### config.mk
export PLATFORM = sky130hd
export DESIGN_NAME = mem_port_arbiter
export DESIGN_NICKNAME = d
export VERILOG_FILES = /design/src/rtl/cpu_mem_pkg.sv /design/src/rtl/rr_arb2.sv /design/src/rtl/mem_port_arbiter.sv
export SDC_FILE = /design/constraint.sdc
export NUM_CORES = 1
export LEC_CHECK = 0
export ABC_CLOCK_PERIOD_IN_PS = 3820
export CORE_ASPECT_RATIO = 0.8
export CORE_MARGIN = 2
export CORE_UTILIZATION = 43
export DETAILED_ROUTE_END_ITERATION = 6
export PLACE_DENSITY = 0.85
export SLEW_MARGIN = 20
export SYNTH_ARGS = -nofsm -noshare
export SYNTH_HDL_FRONTEND = slang
export SYNTH_SLANG_ARGS = --single-unit
export TNS_END_PERCENT = 10
### constraint.sdc
create_clock -name clk -period 3.82 [get_ports clk]
set_input_delay 0.382 -clock clk [delete_from_list [all_inputs] [get_ports clk]]
set_output_delay 0.382 -clock clk [all_outputs]
set_load 0.005 [all_outputs]
### src/rtl/cpu_mem_pkg.sv
`default_nettype none
// ============================================================================
//  Package  : cpu_mem_pkg
//  Brief    : Shared state encoding, port ids and default widths for the
//             unified-memory arbiter of the multicycle core.
//  Revision : 1.0
// ============================================================================
package cpu_mem_pkg;

    localparam int unsigned DEFAULT_AW = 32;

    localparam logic [1:0] ST_IDLE  = 2'd0;
    localparam logic [1:0] ST_ISSUE = 2'd1;
    localparam logic [1:0] ST_WAIT  = 2'd2;
    localparam logic [1:0] ST_DONE  = 2'd3;

    localparam logic PORT_IF = 1'b0;
    localparam logic PORT_DM = 1'b1;

endpackage
`default_nettype wire

### src/rtl/rr_arb2.sv
`default_nettype none
// ============================================================================
//  Module   : rr_arb2
//  Brief    : Two-input tie-break; returns the id of the port to grant.
//  Revision : 1.0
// ============================================================================
module rr_arb2
    import cpu_mem_pkg::*;
#(
    parameter int PRIO = 0
) (
    input  logic [1:0] req,
    input  logic       last_gnt,
    output logic       gnt
);

    // req[0] is the fetch port, req[1] the load/store port
    always_comb begin
        gnt = PORT_IF;
        if (req == 2'b11) begin
            gnt = (PRIO != 0) ? PORT_DM : ~last_gnt;
        end else if (req[1]) begin
            gnt = PORT_DM;
        end
    end

endmodule
`default_nettype wire

### src/rtl/mem_port_arbiter.sv
`default_nettype none
// ============================================================================
//  Module   : mem_port_arbiter
//  Brief    : Shares one single-port memory between the fetch and load/store
//             ports; one transaction in flight, fixed read latency.
//  Revision : 1.0
// ============================================================================
module mem_port_arbiter
    import cpu_mem_pkg::*;
#(
    parameter int AW      = DEFAULT_AW,
    parameter int MEM_LAT = 2,
    parameter int PRIO    = 0
) (
    input  logic          clk,
    input  logic          rst,
    input  logic          if_req,
    input  logic [AW-1:0] if_addr,
    output logic          if_ack,
    output logic [31:0]   if_rdata,
    input  logic          dm_req,
    input  logic          dm_we,
    input  logic [3:0]    dm_be,
    input  logic [AW-1:0] dm_addr,
    input  logic [31:0]   dm_wdata,
    output logic          dm_ack,
    output logic [31:0]   dm_rdata,
    output logic          mem_en,
    output logic          mem_we,
    output logic [3:0]    mem_be,
    output logic [AW-1:0] mem_addr,
    output logic [31:0]   mem_wdata,
    input  logic [31:0]   mem_rdata,
    output logic          busy
);

    localparam int c_cnt_w = $clog2(MEM_LAT + 1);

    logic [1:0]         r_state;
    logic [1:0]         w_state_nxt;
    logic               r_last_gnt;
    logic               r_gnt;
    logic               w_arb_gnt;
    logic [1:0]         w_req;
    logic               w_any_req;
    logic [c_cnt_w-1:0] r_cnt;
    logic               r_we;
    logic [3:0]         r_be;
    logic [AW-1:0]      r_addr;
    logic [31:0]        r_wdata;
    logic [31:0]        r_if_rdata;
    logic [31:0]        r_dm_rdata;
    logic               w_last_beat;

    assign w_req       = {dm_req, if_req};
    assign w_any_req   = |w_req;
    assign w_last_beat = (r_cnt == c_cnt_w'(1));

    rr_arb2 #(
        .PRIO (PRIO)
    ) u_rr_arb2 (
        .req      (w_req),
        .last_gnt (r_last_gnt),
        .gnt      (w_arb_gnt)
    );

    always_ff @(posedge clk) begin
        if (rst) begin
            r_state <= ST_IDLE;
        end else begin
            r_state <= w_state_nxt;
        end
    end

    always_comb begin
        w_state_nxt = r_state;
        case (r_state)
            ST_IDLE:  if (w_any_req) w_state_nxt = ST_ISSUE;
            ST_ISSUE: w_state_nxt = ST_WAIT;
            ST_WAIT:  if (w_last_beat) w_state_nxt = ST_DONE;
            ST_DONE:  w_state_nxt = ST_IDLE;
            default:  w_state_nxt = ST_IDLE;
        endcase
    end

    always_comb begin
        mem_en = (r_state == ST_ISSUE);
        busy   = (r_state != ST_IDLE);
        if_ack = (r_state == ST_DONE) && (r_gnt == PORT_IF);
        dm_ack = (r_state == ST_DONE) && (r_gnt == PORT_DM);
    end

    // Request latch, latency counter and read-data capture
    always_ff @(posedge clk) begin
        if (rst) begin
            r_last_gnt <= PORT_DM;
            r_gnt      <= PORT_IF;
            r_cnt      <= '0;
            r_we       <= 1'b0;
            r_be       <= 4'h0;
            r_addr     <= '0;
            r_wdata    <= 32'h0;
            r_if_rdata <= 32'h0;
            r_dm_rdata <= 32'h0;
        end else begin
            case (r_state)
                ST_IDLE: begin
                    if (w_any_req) begin
                        r_gnt      <= w_arb_gnt;
                        r_last_gnt <= w_arb_gnt;
                        if (w_arb_gnt == PORT_DM) begin
                            r_we    <= dm_we;
                            r_be    <= dm_be;
                            r_addr  <= dm_addr;
                            r_wdata <= dm_wdata;
                        end else begin
                            r_we    <= 1'b0;
                            r_be    <= 4'hF;
                            r_addr  <= if_addr;
                        end
                    end
                end
                ST_ISSUE: r_cnt <= c_cnt_w'(MEM_LAT);
                ST_WAIT: begin
                    r_cnt <= r_cnt - c_cnt_w'(1);
                    if (w_last_beat && !r_we) begin
                        if (r_gnt == PORT_IF) begin
                            r_if_rdata <= mem_rdata;
                        end else begin
                            r_dm_rdata <= mem_rdata;
                        end
                    end
                end
                default: ;
            endcase
        end
    end

    assign mem_we    = r_we;
    assign mem_be    = r_be;
    assign mem_addr  = r_addr;
    assign mem_wdata = r_wdata;
    assign if_rdata  = r_if_rdata;
    assign dm_rdata  = r_dm_rdata;

endmodule
`default_nettype wire
== After elaboration in Yosys (flattened, before gate mapping) ==
Index checks and enable logic that the tools add are counted.

* Output and inout port bits: 137
* Memories: 0
* Bits of input ports: 137
* ROM bits: 0
* Word-level logic and storage cells: 42
* Latch bits: 0
* RAM bits: 0
* Flip-flop bits (word level): 139

* Muxes and demuxes: 9
* $mul: 0
* $add $sub $neg: 1
* Eq/ne operators: 7
* Bitwise operators: 2
* Reductions and logical operators: 13
* Order comparisons: 0
* Shift-type cells: 0
* Div/mod/pow operators: 0

{| class="wikitable"
|+ Operators by type and width
! cell !! number
|-
| $mux W32 || 1
|-
| $reduce_and A3 Y1 || 3
|-
| $pmux W2 S4 || 1
|-
| $eq A2 B2 Y1 const B || 3
|-
| $eq A2 B1 Y1 const B || 2
|-
| $mux W2 || 2
|-
| $mux W4 || 1
|-
| $ne A2 B2 Y1 const B || 2
|-
| $pmux W2 S2 || 1
|-
| $reduce_and A2 Y1 || 2
|-
| $reduce_bool A2 Y1 || 2
|-
| $logic_and A1 B1 Y1 || 3
|-
| $mux W1 || 3
|-
| $logic_not A2 Y1 || 1
|-
| $not A1 Y1 || 2
|-
| $reduce_or A2 Y1 || 1
|-
| $sub A2 B1 Y2 const B || 1
|-
| $logic_not A1 Y1 || 1
|}

== Longest topological paths before layout ==
* Depth after elaboration: 3
* Mapped depth: 8
* Gate-level depth less buffers: 5

== By module ==
A second synthesis with hierarchy kept.

* Cells, all modules: 626
* Area total of the unflattened synthesis: 5346.4 µm²

{| class="wikitable"
|+ By module, submodules not included
! module !! area each (µm²) !! times used !! cells an instance !! seq. area each (µm²)
|-
| mem_port_arbiter || 5335.1 || 1 || 625 || 2782.7
|-
| rr_arb2 || 11.3 || 1 || 1 || 0.0
|}

== Least setup slack after synthesis ==
Ideal clock, no wire load.

* Kind: reg-to-reg
* Start point: reg r_state[0]
* End point: reg r_state[0]
* Path buffers: 1
* Period minus slack after synthesis: 1497 ps
* Slack: 2323 ps
* Stages on the path, launching flop included: 7
* Data arrival time: 1383 ps
* Required time: 3705 ps
* Setup time: 115 ps
* Cell sequence: dfxtp_1 > inv_1 > ha_1 > buf_4 > or3b_1 > a21boi_1 > o21a_1

* Cells in the longest elaborated chain, start to end: 3
* Elaborated cells between the ends (all ways): 8
* Classes of those cells: eq/ne: 5; mux: 1; reduce/logical: 2

{| class="wikitable"
|+ Ends and longest elaborated chain
! item !! line !! source
|-
| start: declaration || mem_port_arbiter.sv:39 || <nowiki>logic [1:0] r_state;</nowiki>
|-
| start signal: assignment || mem_port_arbiter.sv:71 || <nowiki>r_state <= w_state_nxt;</nowiki>
|-
| $eq A2 B2 Y1 or $logic_not A2 Y1 (tied branches) || mem_port_arbiter.sv:77 || <nowiki>case (r_state)</nowiki>
|-
| $ne A2 B2 Y1 (no source line) || - ||
|-
| $reduce_and A2 Y1 (no source line) || - ||
|}

Several ways; a longest one is shown, not always the timed one.
A chain may end at the register's enable or synchronous reset.

== Worst setup path after layout ==
* Start point: reg r_state[0]
* End point: out busy

* Cells in the longest elaborated chain, start to end: 1

{| class="wikitable"
|+ Ends and longest elaborated chain
! item !! line !! source
|-
| $reduce_bool A2 Y1 || mem_port_arbiter.sv:88 || <nowiki>busy = (r_state != ST_IDLE);</nowiki>
|-
| end: declaration || mem_port_arbiter.sv:34 || <nowiki>output logic busy</nowiki>
|}

No other way between the ends.

==> impl_summary.txt <==
----------------------------------------------------
[STA]
  Clock Skew ... between 0.01 and 0.015 ns
  Slew headroom ... between 40% and 50%
  Min Tclk post-route ... around 2.3 ns
  Pins over their slew limit ... 0
  Endpoints failing hold ... 0
  Achievable clock frequency ... 0.4307 GHz
  Least setup slack across all paths after layout ... between 1 and 1.5 ns
  Tightest Pin Transition ... 0.8647 ns
  Setup repair after global routing missed its margin ... false
  Setup-failing EPs final ... 0
  Summed negative setup slack over all endpoints ... 0 ns
  Post-route fraction of the period consumed by the critical path ... about 60%

[Critical path]
  Worst reg2reg path depth ... 4
  Critical path cell sequence ... inv_1, ha_1, inv_1, clkdlybuf4s50_1
  Longest individual stage delay on the worst path ... about 0.52 ns
  Worst endpoint data arrival time ... roughly 1.9 ns
  Sum of buffers and inverters on the critical path ... 3
  Reg-to-Reg End ... mem_wdata[21]$_SDFFE_PP0P_
  Required time reported for the critical path endpoint ... ~3.4 ns
  Worst Setup SP ... r_state[0]$_SDFFE_PP0P_
  Worst setup endpoint ... busy
  Nature of the critical path endpoint ... primary output
  Setup slack on the worst flop-to-flop path ... 1.88 ns
  Most Frequent Cell on Critical Path ... inv_1
  Family with the most delay on the worst path ... buffers and inverters
  Cell with the largest stage delay on the worst path ... clkdlybuf4s50_1
  Worst r2r src ... r_last_gnt$_SDFFE_PP1P_
  Total number of cells along the worst setup path ... 4
  CP Class ... flip-flop to primary output
  Category of the worst setup path launch point ... flip-flop
  Largest driver fanout on the critical path ... 10

[Logic synthesis]
  Share of the synthesized area in the top cell type ... 51.36%
  Number of enable flip-flop cells after synthesis ... 0
  Number of standard cells after synthesis ... 666
  Post-Synthesis Cell Area ... 5418 um^2
  Mean instance size in the synthesized netlist ... just over 8 um^2
  Flops & latches, synth ... ~140
  Ys async rst share ... 0%
  Share of synthesized area occupied by flip-flops and latches ... roughly half
  Leading post-synthesis cells by instance count ... 160 x nand2_1, 139 x dfxtp_1, 130 x a21oi_1
  Yosys Warn Count ... 0
  Library cell with the highest instance count after synthesis ... nand2_1
  Most area-hungry cell type in the Yosys netlist ... dfxtp_1
  Commonest register cell after synthesis ... dfxtp_1
  Syn Nets ... 809
  Number of distinct library cells after synthesis ... 35
  Most area-consuming cells after synthesis ... dfxtp_1 51%, a21oi_1 12%, nand2_1 11%

[Die]
  Starting density of the core ... approximately 44%
  Standard-cell rows ... 36
  Core box area ... around 12000 um^2
  Die H ... around 100 um
  Total die area ... 13520 um^2
  Top-level I/O count ... about 270
  Die Span X ... 129.5 um

[Route]
  Number of iterations in the first detailed-routing pass ... 4
  Highest Signal Layer ... met4
  Starting DRT DRC Count ... 358
  Detail Route Antenna Nets ... 0
  Vias ... 5552
  Length of routed met2 wiring ... slightly below 9000 um
  Ratio of routed vias to standard cells ... roughly 5
  Average wire per cell in the routed design ... between 15 and 20 um
  Total detailed-routing wirelength ... 17590 um
  Met1 wire length ... 7060 um
  Detailed-route DRC error count ... 0
  DR WL met3 ... around 1600 um

[Global routing]
  Vias in the first global route ... between 5000 and 6000
  Antenna violations before repair ... 0
  Overall fraction of global-route tracks in use ... 25.19%
  Largest net degree at the start of global routing ... a little over 80
  Global-route congestion overflow total ... 0
  Wire length of the first global-routing pass ... 27060 um

[Clock network]
  Clock net sink count ... around 140
  Reg clk slew, reported paths ... approximately 0.060 ns
  Max Root-Sink Buffers ... 2
  Number of hold-repair buffers added at the cts stage ... 0
  Clock tree from TritonCTS ... yes
  Total CTS buffers ... 17
  Source-to-sink clock delay at the later pin of the worst-skew pair ... 0.41 ns
  Buffers inserted by post-CTS timing repair ... 0
  H-tree depth ... 4
  Root buffer cell ... clkbuf_16
  # resized after CTS ... 0

[Outcome]
  Status ... finished clean

[Place]
  Post-Place Worst Slack ... between 1 and 1.5 ns
  RePlAce Congestion ... 0.8024
  Number of cells in the design after placement ... ~1100
  Estimated wirelength of the detail-placed design ... ~12000 um
  Port bufs ... ~270

[Cells and area]
  Number of cells in the finished layout apart from fillers ... about 1100
  Layout overhead on the synthesized area ... 60.79%
  Fraction of layout instances using a drive strength above 1 ... under 10%
  Multi-input logic area ... around 2300 um^2
  Area used by sequential logic in the layout ... about 2800 um^2
  Number of nets in the layout ... 1054
  End-of-flow core utilization ... between 70% and 80%
  Filler cell count ... around 1000
  Antenna diodes ... 0

[Power and ir drop]
  Leakage Power ... 3.101 nW
  Power per standard cell area ... between 500 and 600 nW/um^2
  Total power ... approximately 4.8 mW
  Worst ir drop on vdd ... 0.0003037 V

[Job]
  Number of max-capacitance violations reported ... 0

[Worst hold path]
  Worst min-delay path category ... flip-flop to flip-flop

----------------------------------------------------
==> sequential cells by signal (all words and copies together), names as in the netlist <==
register    flops
dm_rdata       32
if_rdata       32
mem_addr       32
mem_wdata      32
mem_be          4
r_cnt           2
r_state         2
mem_we          1
r_gnt           1
r_last_gnt      1
==> through the flow <==
stage / area, um^2 / hold slack, ns
3_5_place_dp: 8174 / 0.4453
6_report: 8711 / 0.4522
4_1_cts: 8711 / 0.4535
5_1_grt: 8711 / 0.4690
2_1_floorplan: 5418 / 0.4527
3_3_place_gp: 8174 / 0.4408
==> report_power, final <==
| part | total (mW) | internal (mW) | switching (mW) |
|---|---|---|---|
| Combinational | 1.56 | 0.755 | 0.800 |
| Sequential | 1.77 | 1.66 | 0.115 |
| Clock | 1.48 | 0.848 | 0.635 |
| Total | 4.81 | 3.26 | 1.55 |
==> worst min path at each step <==
stage,cells after the start,endpoint,start
after floorplan,2,dm_rdata[0]$_SDFFE_PP0P_,dm_rdata[0]$_SDFFE_PP0P_
after global placement,2,if_rdata[29]$_SDFFE_PP0P_,if_rdata[29]$_SDFFE_PP0P_
after detailed placement,2,if_rdata[19]$_SDFFE_PP0P_,if_rdata[19]$_SDFFE_PP0P_
after CTS,2,if_rdata[19]$_SDFFE_PP0P_,if_rdata[19]$_SDFFE_PP0P_
after global routing,2,if_rdata[19]$_SDFFE_PP0P_,if_rdata[19]$_SDFFE_PP0P_
final,2,dm_rdata[27]$_SDFFE_PP0P_,dm_rdata[27]$_SDFFE_PP0P_
==> worst reg2reg max path, delay by kind of cell, from the launching register on <==
kind / cells / cell delay, ns
buffers and inverters: 1 / 0.40
DFF: 1 / 0.44
AOI/OAI and AO/OA: 3 / 1.03
==> layout make-up <==
class,count,area share (%)
Sequential cell,139,31.94
Multi-Input combinational cell,459,26.57
Clock buffer,19,5.085
Inverter,10,0.4309
Tap cell,171,2.456
Timing Repair Buffer,284,32.43
Clock inverter,13,1.077
==> per-layer routing <==
layer	global-route usage [%]	up-vias
met4	6.682	0
li1	-	2743
met1	30.42	2578
met3	10.03	16
met2	41.62	215
met5	0	-
==> kinds of logic after synthesis <==
| group | count (synthesis) | share of synthesized area, % |
|---|---|---|
| AO/OA/AOI/OAI | 208 | 22.47 |
| adder cells (fa/ha/maj) | 6 | 1.386 |
| buffers and inverters | 68 | 6.051 |
| flip-flops | 139 | 51.36 |
| multiplexers | 1 | 0.1848 |
| AND/OR/NAND/NOR | 244 | 18.55 |
==> layout by cell type (no fill, tap or decap), types with 2 or more instances in the layout <==
cell               n
clkdlybuf4s50_1  272
nand2_1          160
dfxtp_1          139
a21oi_1          130
nor2_1            41
nand3_1           32
o21ai_0           32
a211oi_1          26
clkbuf_16         17
buf_4             11
inv_1             10
a211oi_2          10
ha_1               6
clkinv_2           4
clkinvlp_4         4
nand2b_1           3
clkinv_4           3
o21a_1             2
inv_6              2
Power figures use the tool's default switching activity.
==> edit 1: new RTL, same settings <==
Set the parameter `MEM_LAT` to 4 (it was 2).
--- a/src/rtl/mem_port_arbiter.sv
+++ b/src/rtl/mem_port_arbiter.sv
@@ -11,3 +11,3 @@
     parameter int AW      = DEFAULT_AW,
-    parameter int MEM_LAT = 2,
+    parameter int MEM_LAT = 4,
     parameter int PRIO    = 0
Formal check against the unedited RTL: not equivalent (Yosys sat finds a counterexample within 10 cycles, from zero or initial values and one cycle with rst high).
==> edit 1 against the unedited design <==
- sequential cell count up 1
- routed wire length down 4.8%
- setup slack worse by 0.046 ns
- total power up 1.7%
- sequential share of layout area down 1.4 points
- area after synthesis up 9.3%
- design area up 5.4%
==> edit 1: results (changes against the unedited design) <==
count leader, synth=dfxtp_1; drt first-iter violations=253 (-29%); maximum vdd drop=0.3374 mV (+11%); post-synthesis area per instance=9.339 um^2 (+15%); CP Max Fanout=34 (+24); critical register-to-register path startpoint=r_state[0]; Worst Path Arrival=1.99 ns (+0.05 ns); status=complete, no violations; per-cell routed wire length=15.62 um (-2.8%); max_slew headroom=29.27% (-13 points); hold slack final=0.4717 ns (+0.01956 ns); Net Count, Synth=777 (-4.0%); register area share after synthesis=47.34% (-4.0 points); FF-to-FF setup slack=1.61 ns (-0.27 ns); Post-synth top cells=140 x dfxtp_1, 101 x nand2b_1, 66 x a21oi_1; via count=5295 (-4.6%); vias per inst=4.939 (-2.6%); gr usage total=22.52% (-2.7 points); global-route wire length before repair=26230 um (-3.1%); largest net degree at the start of global routing=124 (+49%); nets=1023 (-2.9%); Final Skew=0.009835 ns (-0.005010 ns); synth unique cells=34 (-2.9%); Worst Hold End=mem_wdata[0]; top cells by area, synth=dfxtp_1 47%, mux2i_1 11%, nand2b_1 11%, a21oi_1 5.6%, a211oi_1 3.4%; R2R depth=5 (+1); fillcell total=1096 (+11%); root buf cell=clkbuf_16; Critical Path Max Stage Delay=0.56 ns (+0.04 ns); leak pwr=3.519 nW (+13%); Crit. Startpoint=r_state[1]; vias in the first global route=5044 (-3.3%)
==> edit 1: cell type report <==
class                      instances  area [um^2]  area share [%]
clock buffer                      19        452.9           4.933
clock inverter                    12        113.9           1.240
inverter                           9        33.78          0.3679
multi-input combinational        431         2764           30.10
sequential                       140         2803           30.52
tap                              180        225.2           2.453
timing repair buffer             281         2790           30.39
==> edit 1: worst max-delay path by stage <==
stage / to / slack (ns)
after floorplan: if_rdata[10] / 2.29
after global placement: mem_addr[7] / 1.43
after detailed placement: mem_addr[30] / 1.35
after CTS: busy / 1.43
after global routing: busy / 1.35
final: busy / 1.45
==> edit 1: worst reg2reg max path, delay by kind of cell (launching register included) <==
| family | cells | cell delay (ns) |
|---|---|---|
| adders and majority gates | 1 | 0.29 |
| buffers and inverters | 1 | 0.10 |
| DFF | 1 | 0.33 |
| muxes | 1 | 0.30 |
| and+or+nand+nor | 2 | 1.11 |
==> edit 1: kinds of logic after synthesis <==
group / after synthesis / synth area share, %
adder cells (fa/ha/maj): 6 / 1.268
AO/OA/AOI/OAI: 145 / 15.30
flip-flops: 140 / 47.34
AND/OR/NAND/NOR: 215 / 18.98
buffers and inverters: 63 / 6.129
multiplexers: 65 / 10.99
==> edit 1: per-stage QoR <==
step / cell area [um^2] / setup slack [ns]
6_report: 9183 / 1.452
5_1_grt: 9183 / 1.347
4_1_cts: 9183 / 1.433
3_5_place_dp: 8616 / 1.354
3_3_place_gp: 8616 / 1.429
2_1_floorplan: 5921 / 2.293
==> edit 1: report_power, final <==
group	total (W)	internal, W	switching (W)	leakage (nW)
logic	0.00154	0.000762	0.000778	2.11
registers	0.00178	0.00167	0.000110	1.14
clock network	0.00157	0.000933	0.000642	0.268
==> edit 1: per-layer routing <==
| layer | vias up | GRT usage [%] | share of wire (%) |
|---|---|---|---|
| met5 | - | 0 | 0 |
| li1 | 2651 | - | - |
| met1 | 2449 | 27.59 | 42 |
| met2 | 175 | 36.80 | 48 |
| met3 | 20 | 8.926 | 7.8 |
| met4 | 0 | 6.771 | 1.5 |
==> edit 2: new RTL, same flow settings <==
Made on the original files. Reset style: asynchronous (`rst`), changed in 2 clocked blocks.
--- a/src/rtl/mem_port_arbiter.sv
+++ b/src/rtl/mem_port_arbiter.sv
@@ -66,3 +66,3 @@
 
-    always_ff @(posedge clk) begin
+    always_ff @(posedge clk or posedge rst) begin
         if (rst) begin
@@ -93,3 +93,3 @@
     // Request latch, latency counter and read-data capture
-    always_ff @(posedge clk) begin
+    always_ff @(posedge clk or posedge rst) begin
         if (rst) begin
Formal check against the unedited RTL: differs if rst is asserted again (counterexample within 4 cycles, from zero or initial values and one cycle with rst high); with rst held inactive, the same outputs for 4 cycles.
==> edit 2 against the unedited design <==
- design area rose by 4.1%
- total power rose by 51%
- worst hold slack improved by 0.0080 ns
- setup slack improved by 0.0052 ns
- area after synthesis rose by 2.7%
- via count fell by 22%
- sequential cell count did not move
- non-clock buffer count fell by 5
- combinational power rose by 90%
- routed wire length fell by 15%
- largest cell class is now registers
==> edit 2: results (changes against the unedited design) <==
Post-synth top cells=138 x dfrtp_1, 81 x mux2_2, 65 x a21oi_1; synth unique cells=28 (-20%); CP Max Fanout=38 (+28); gr usage total=22.18% (-3.0 points); r2r endpoint=mem_wdata[28]; Net Count, Synth=568 (-30%); vias per inst=4.907 (-3.2%); hold slack final=0.4602 ns (+0.008013 ns); maximum vdd drop=0.4988 mV (+64%); DRT Pass-1 Iters=4 (unchanged); top cells by area, synth=dfrtp_1 62%, mux2_2 16%, a21oi_1 5.8%, mux2_1 3.2%, nand2_1 2.6%; register area share after synthesis=62.56% (+11 points); largest net degree at the start of global routing=96 (+16%); Final Skew=0.01392 ns (-0.0009238 ns); critical register-to-register path startpoint=r_last_gnt; Post-CTS Setup Inserts=0 (unchanged); Worst Path Arrival=2.61 ns (+0.67 ns); final WL=14980 um (-15%); drt first-iter violations=205 (-43%); DPL Wire Length=10840 um (-8.3%); Psw=0.002033 W (+31%); initial antenna violation count=0 (unchanged); ant diodes=0 (unchanged); Worst Tran Pin Value=0.8946 ns (+0.02991 ns); min-delay worst type=in2async; FF-to-FF setup slack=1.71 ns (-0.17 ns); GP Congestion=0.8142 (+1.5%); status=complete, no violations; nets=843 (-20%); global-route wire length before repair=23890 um (-12%); post-cts resize count=0 (unchanged); port bufs=273 (unchanged); fillcell total=872 (-12%); clock buffer depth=2 (unchanged); Clock Pin Slew Worst Setup and Hold Paths=0.06 ns (about the same); vias in the first global route=4705 (-9.8%); leak pwr=3.854 nW (+24%); CTS buffer count=17 (unchanged); ys async rst share=100.0% (+100 points); clk_lat worst skew=between 0.4 and 0.5 ns; layout cells sized above 1=17.16% (+11 points)
-- edit 2: power by group through the flow --
| stage | clock network [W] | registers, W | logic [W] |
|---|---|---|---|
| 2_1_floorplan | 0 | 0.00264 | 0.00108 |
| 3_3_place_gp | 0 | 0.00258 | 0.00288 |
| 3_5_place_dp | 0 | 0.00262 | 0.00298 |
| 4_1_cts | 0.00175 | 0.00261 | 0.00300 |
| 5_1_grt | 0.00182 | 0.00269 | 0.00319 |
| 6_report | 0.00172 | 0.00260 | 0.00296 |
-- edit 2: cells by family (layout without fill, tap and decap cells) --
| family | Yosys count | in the layout | synth area share (%) |
|---|---|---|---|
| AOI/OAI and AO/OA | 77 | 77 | 7.761 |
| DFF | 139 | 139 | 62.56 |
| muxes | 98 | 98 | 19.82 |
| adders and majority gates | 6 | 6 | 1.350 |
| buffers and inverters | 30 | 316 | 2.880 |
| and+or+nand+nor | 75 | 75 | 5.625 |
-- edit 2: layout make-up --
type,count,area (um^2),area share (%)
sequential,139,3480,38.39
tap,175,219.0,2.415
clock buffer,23,478.0,5.273
multi-input combinational,256,1929,21.28
timing repair buffer,279,2790,30.78
clock inverter,7,138.9,1.532
inverter,7,30.03,0.3313
-- edit 2: worst max-delay path by stage --
stage          startpoint             to  slack (ns)
6_report           dm_req   mem_wdata[3]        1.50
5_1_grt            dm_req   mem_wdata[9]        1.37
4_1_cts            dm_req  mem_wdata[12]        1.49
3_5_place_dp       dm_req  mem_wdata[12]        1.04
3_3_place_gp       dm_req  mem_wdata[12]        1.13
2_1_floorplan         rst    dm_rdata[0]        1.70
-- edit 2: through the flow --
step           setup WS (ns)  instance area, um^2  util [%]  std cells
2_1_floorplan          1.704                 5565         -        425
3_3_place_gp           1.134                 8447     66.35        856
3_5_place_dp           1.042                 8448     66.36        856
4_1_cts                1.489                 9065     71.20        886
5_1_grt                1.367                 9065     71.20        886
6_report               1.503                 9065     71.20        886
-- edit 2: worst max-delay path: stages --
cell and delay [ns]:
clkdlybuf4s50_1 0.56, a21boi_4 0.19, buf_4 0.34, nand2_2 0.59
mux2_1 0.54
-- edit 2: per-layer routing --
metal / GRT usage (%) / wire length (um) / vias to the layer above
li1: - / - / 2012
met1: 25.15 / 5876 / 2117
met2: 37.74 / 7490 / 189
met3: 9.139 / 1252 / 30
met4: 8.463 / 359 / 0
met5: 0 / 0 / -
